`config.mk`:
```
export PLATFORM = sky130hd
export DESIGN_NAME = mem_port_arbiter
export DESIGN_NICKNAME = d
export VERILOG_FILES = /design/src/rtl/mem_port_arbiter.sv
export SDC_FILE = /design/constraint.sdc
export NUM_CORES = 1
export LEC_CHECK = 0
export CAP_MARGIN = 20
export CORE_ASPECT_RATIO = 2
export CORE_UTILIZATION = 30
export CTS_BUF_LIST = sky130_fd_sc_hd__clkbuf_4
export CTS_CLUSTER_SIZE = 14
export DETAILED_ROUTE_END_ITERATION = 8
export GPL_ROUTABILITY_DRIVEN = 0
export SLEW_MARGIN = 15
export SYNTH_ARGS = -nofsm -noshare
export SYNTH_HDL_FRONTEND = slang
export SYNTH_SLANG_ARGS = --single-unit
```
`constraint.sdc`:
```
create_clock -name clk -period 4 [get_ports clk]
set_clock_uncertainty 0.15 [all_clocks]
set_input_delay 0.4 -clock clk [delete_from_list [all_inputs] [get_ports clk]]
set_output_delay 0.4 -clock clk [all_outputs]
set_load 0.05 [all_outputs]
```
`src/rtl/mem_port_arbiter.sv`:
```
// Two-port memory arbiter: a CPU read port and a loader read/write port share one
// synchronous memory through a four-state IDLE/ISSUE/CAPTURE/ACK sequence with round-robin ties.
module mem_port_arbiter #(
    parameter int ADDR_W = 8,
    parameter int DATA_W = 8
) (
    input  logic              clk,
    input  logic              reset_n,
    input  logic              cpu_req,
    input  logic [ADDR_W-1:0] cpu_addr,
    output logic              cpu_ack,
    output logic [DATA_W-1:0] cpu_rdata,
    input  logic              ldr_req,
    input  logic              ldr_we,
    input  logic [ADDR_W-1:0] ldr_addr,
    input  logic [DATA_W-1:0] ldr_wdata,
    output logic              ldr_ack,
    output logic [DATA_W-1:0] ldr_rdata,
    output logic              mem_en,
    output logic              mem_we,
    output logic [ADDR_W-1:0] mem_addr,
    output logic [DATA_W-1:0] mem_wdata,
    input  logic [DATA_W-1:0] mem_rdata,
    output logic [1:0]        grant,
    output logic [7:0]        cpu_wait_cnt,
    input  logic              clr_stat
);

    typedef enum logic [1:0] {
        IDLE    = 2'd0,
        ISSUE   = 2'd1,
        CAPTURE = 2'd2,
        ACK     = 2'd3
    } state_e;

    state_e            state_q;
    logic              owner_ldr_q;
    logic              last_ldr_q;
    logic              we_q;
    logic              cpu_ack_q;
    logic              ldr_ack_q;
    logic              mem_en_q;
    logic              mem_we_q;
    logic [ADDR_W-1:0] mem_addr_q;
    logic [DATA_W-1:0] mem_wdata_q;
    logic [DATA_W-1:0] cpu_rdata_q;
    logic [DATA_W-1:0] ldr_rdata_q;
    logic [1:0]        grant_q;
    logic [7:0]        wait_cnt_q;
    logic [7:0]        wait_cnt_d;

    logic cpu_win;
    logic ldr_win;
    logic cpu_served;

    // On a tie the port that did not win last time goes first.
    assign cpu_win = cpu_req && (!ldr_req || last_ldr_q);
    assign ldr_win = ldr_req && !cpu_win;

    // The IDLE cycle in which the CPU wins arbitration is not a stall.
    assign cpu_served = (state_q == IDLE) ? cpu_win : !owner_ldr_q;

    // NOTE: give every always_comb output a default first so no path can infer a latch.
    always_comb begin
        wait_cnt_d = wait_cnt_q;
        if (clr_stat) begin
            wait_cnt_d = 8'd0;
        end else if (cpu_req && !cpu_served && (wait_cnt_q != 8'hFF)) begin
            wait_cnt_d = wait_cnt_q + 8'd1;
        end
    end

    // NOTE: sequential state is written with <= only, so every register sees pre-edge values.
    always_ff @(posedge clk or negedge reset_n) begin
        if (!reset_n) begin
            state_q     <= IDLE;
            owner_ldr_q <= 1'b0;
            last_ldr_q  <= 1'b1;
            we_q        <= 1'b0;
            cpu_ack_q   <= 1'b0;
            ldr_ack_q   <= 1'b0;
            mem_en_q    <= 1'b0;
            mem_we_q    <= 1'b0;
            mem_addr_q  <= '0;
            mem_wdata_q <= '0;
            cpu_rdata_q <= '0;
            ldr_rdata_q <= '0;
            grant_q     <= 2'b00;
            wait_cnt_q  <= 8'd0;
        end else begin
            wait_cnt_q <= wait_cnt_d;
            cpu_ack_q  <= 1'b0;
            ldr_ack_q  <= 1'b0;
            mem_en_q   <= 1'b0;
            mem_we_q   <= 1'b0;
            case (state_q)
                IDLE: begin
                    if (cpu_win || ldr_win) begin
                        state_q     <= ISSUE;
                        owner_ldr_q <= ldr_win;
                        last_ldr_q  <= ldr_win;
                        we_q        <= ldr_win && ldr_we;
                        grant_q     <= ldr_win ? 2'b10 : 2'b01;
                        mem_en_q    <= 1'b1;
                        mem_we_q    <= ldr_win && ldr_we;
                        mem_addr_q  <= ldr_win ? ldr_addr : cpu_addr;
                        // The CPU never writes, so its grant leaves the write bus as it was.
                        if (ldr_win) begin
                            mem_wdata_q <= ldr_wdata;
                        end
                    end
                end
                ISSUE: begin
                    state_q <= CAPTURE;
                end
                CAPTURE: begin
                    state_q <= ACK;
                    if (!we_q) begin
                        if (owner_ldr_q) begin
                            ldr_rdata_q <= mem_rdata;
                        end else begin
                            cpu_rdata_q <= mem_rdata;
                        end
                    end
                    if (owner_ldr_q) begin
                        ldr_ack_q <= 1'b1;
                    end else begin
                        cpu_ack_q <= 1'b1;
                    end
                end
                ACK: begin
                    state_q <= IDLE;
                    grant_q <= 2'b00;
                end
                default: begin
                    state_q <= IDLE;
                    grant_q <= 2'b00;
                end
            endcase
        end
    end

    assign cpu_ack      = cpu_ack_q;
    assign ldr_ack      = ldr_ack_q;
    assign cpu_rdata    = cpu_rdata_q;
    assign ldr_rdata    = ldr_rdata_q;
    assign mem_en       = mem_en_q;
    assign mem_we       = mem_we_q;
    assign mem_addr     = mem_addr_q;
    assign mem_wdata    = mem_wdata_q;
    assign grant        = grant_q;
    assign cpu_wait_cnt = wait_cnt_q;

endmodule

```
==> flow_metrics.py <==
metrics = {
    "sta": {
        "maxSlewHeadroom_pct": 36.11,
        "drv_slew": 0,
        "maxClockFrequency_mhz": 441.2,
        "finalSetupTns_ns": 0,
        "finalWorstPathRequiredPeriod_ns": 2.266,
        "hold-worst-slack_ns": 0.3559,
        "tightestPinTransition_ns": 0.9510,
        "portion_of_the_clock_cycle_consumed_by_the_worst_path_in_the_final_layout_pct": 56.66,
        "hold_viol": 0,
        "fin_ws_ns": 1.734,
        "setup_viol": 0,
        "rsz_0062_raised_after_global_routing": "no",
    },
    "floorplanning": {
        "fp.coreArea_um2": 6994,
        "die_height_um": 122.6,
        "i_o_pins": 84,
        "die_width_um": 62.29,
        "initial_core_util_pct": 31.18,
        "num_rows": 43,
        "dieArea_um2": 7635,
    },
    "global_routing": {
        "maximum_number_of_pins_on_one_net_before_global_route_repair": 52,
        "antenna_found_initial": 0,
        "number_of_global_route_vias_before_repair": 1730,
        "grt.overflow.total": 0,
        "wire_length_of_the_first_global_routing_pass_um": 8466,
        "grtUsageTotal_pct": 14.48,
    },
    "worst_setup_path": {
        "crit_path_max_incr_delay_ns": 0.74,
        "worst-endpoint-required_ns": 4.11,
        "setup.worst_path.class": "reg -> reg",
        "cp_top_family": "simple AND/OR/NAND/NOR gates",
        "cp_num_cells": 4,
        "cp-end-kind": "flop",
        "critical-path-slowest-cell": "and3_1",
        "cp_cell_sequence": "inv_1 > ha_1 > and3_1 > mux2_2",
        "worst-path-buf-inv": 1,
        "worst_path_arrival_ns": 2.37,
        "reg2reg_depth": 4,
        "critical_path.startpoint_type": "flop",
        "timing.critical_path.fanout_max": 20,
    },
    "yosys": {
        "asyncSetResetFlopFracSynth_pct": 100.0,
        "yosysWarningCount": 0,
        "synth_area_um2": 2181,
        "synth_edf_count": 0,
        "postSynthAreaPerCell_um2": 12.75,
        "synth_cell_types": 35,
        "synth_seq_area_share_pct": 58.58,
        "synth_seq_cells": 51,
        "net_count_after_synthesis": 214,
        "syn-instance-count": 171,
        "synthFlopType": "dfrtp_1",
    },
    "worst_hold_path": {
        "hold_depth": 2,
        "hp-class": "reg -> reg",
    },
    "routing": {
        "num_vias": 1660,
        "drc": 0,
        "routed_wl_um": 5186,
        "detail_route.iter0.violations": 85,
        "route.detailed.vias_per_inst": 4.770,
        "drt.antenna.violating_nets": 0,
        "first_pass_iters": 4,
        "route.detailed.wl_per_inst_um": 14.90,
    },
    "place": {
        "place.port_buffers": 83,
        "postPlaceCellArea_um2": 3094,
        "post-place-ws_ns": 1.494,
        "hpwl_um": 3791,
        "dpl.cell_count": 339,
    },
    "clocking": {
        "max-clock-path-buffers": 2,
        "tritoncts": "done",
        "clock_latency_ns": 0.37,
        "numCtsBuffers": 5,
        "post-cts-setup-buffer-count": 0,
        "clock_tree.htree_level_count": 2,
        "cts.sinks": 51,
        "cts.root.buffer_cell": "clkbuf_4",
        "clkTransAtPathRegs_ns": 0.14,
    },
    "cells_and_area": {
        "final_cells": 348,
        "final_area_um2": 3162,
        "layout-drive-gt1-share_pct": 16.28,
        "antenna_cells": 0,
        "signed_area_change_from_the_synthesized_netlist_to_the_final_layout_pct": 44.98,
        "design.final.nets": 300,
        "finalCoreUtilization_pct": 45.21,
    },
    "run": {
        "timing.max_cap.violations": 0,
    },
    "outcome": {
        "run_status": "finished, final reports clean",
    },
    "power": {
        "pwr_density_cell_nw_per_um2": 841.3,
        "ir_drop_mv": 0.3643,
        "power.total_mw": 2.660,
        "leakage_nw": 1.348,
    },
}
worst min-delay path, stage by stage (launching register included):
cell      delay (ns)
dfrtp_1         0.37
a222oi_1        0.06
inv_1           0.05
registers in the layout, summed over array words and instances, names as in the netlist, 2 cells and up:
register      flops
grant             2
state_q           2
mem_wdata         8
cpu_rdata         8
cpu_wait_cnt      8
ldr_rdata         8
mem_addr          8
cells in the mapped netlist, types with 2 or more instances:
cell type | number | share of area [%]
nor3_1 | 4 | 0.92
a222oi_1 | 8 | 3.7
a21o_1 | 3 | 1.0
o41ai_1 | 2 | 0.80
mux2_2 | 25 | 13
nand3_1 | 4 | 0.92
or4_1 | 3 | 1.0
and2_1 | 3 | 0.86
nand3b_1 | 3 | 1.0
o21ai_0 | 5 | 1.1
o31ai_1 | 3 | 1.0
ha_1 | 5 | 2.9
a21oi_1 | 10 | 2.3
dfrtp_1 | 50 | 57
inv_1 | 15 | 2.6
nor2_1 | 2 | 0.34
clkbuf_1 | 5 | 0.86
nand2_1 | 4 | 0.69
cells by family after synthesis:
group / share of synthesized area [%]
flip-flops: 58.58
AO/OA/AOI/OAI: 11.76
AND/OR/NAND/NOR: 9.008
multiplexers: 13.37
buffers and inverters: 4.418
adder cells (fa/ha/maj): 2.869
power by group:
| group | switching [mW] | internal, mW |
|---|---|---|
| sequential | 0.118 | 0.731 |
| combinational | 0.980 | 0.589 |
| clock | 0.159 | 0.0824 |
cell usage in the layout (no fill, tap or decap), drive strengths merged:
cell type	n
clkdlybuf4s50	82
dfrtp	50
mux2	25
inv	15
a21oi	10
a222oi	8
clkbuf	7
o21ai	5
ha	5
nand2	5
nor3	4
nand3	4
and2	3
a21o	3
nand3b	3
or4	3
o31ai	3
buf	3
nor2	2
o41ai	2
or3	2
and3	1
nor2b	1
nor3b	1
nand2b	1
and2b	1
a311oi	1
mux2i	1
o22ai	1
a22o	1
o21a	1
or4b	1
clkinv	1
dlygate4sd3	1
dfstp	1
layer usage:
layer  wire length, um  track usage [%]  part of all wire, %  vias up
li1                  -                -                    -      790
met1              1965            15.01                   38      807
met2              2842            26.79                   55       57
met3               295            4.275                  5.7        6
met4                82            6.105                  1.6        0
met5                 0                0                    0        -
path summary, 6_finish.rpt:
kind	from	end	slack, ns
setup / recovery	state_q[0]$_DFFE_PN0P_	mem_wdata[5]$_DFFE_PN0P_	1.73
hold / removal	mem_addr[7]$_DFFE_PN0P_	mem_addr[7]$_DFFE_PN0P_	0.36
setup reg to reg	state_q[0]$_DFFE_PN0P_	mem_wdata[5]$_DFFE_PN0P_	1.73
hold reg to reg	mem_addr[7]$_DFFE_PN0P_	mem_addr[7]$_DFFE_PN0P_	0.36
max in group asynchronous	reset_n	ldr_rdata[1]$_DFFE_PN0P_	2.75
min in group asynchronous	reset_n	grant[0]$_DFFE_PN0P_	0.51
final cells by class:
| class | instances | area (um^2) |
|---|---|---|
| repair buffers | 86 | 850.8 |
| clock inverters | 1 | 5.005 |
| clock buffers | 7 | 52.55 |
| flip-flops and latches | 51 | 1277 |
| multi-input cells | 98 | 807.0 |
| fillers | 682 | 3832 |
| well taps | 90 | 112.6 |
| inverters | 15 | 56.30 |
what timing repair did:
action,4_1_cts,5_1_grt
endpoints found under the setup margin,0,0
endpoints found under the hold margin,39,0
resized for setup,0,0
hold buffers,1,0
Power figures use the tool's default switching activity.
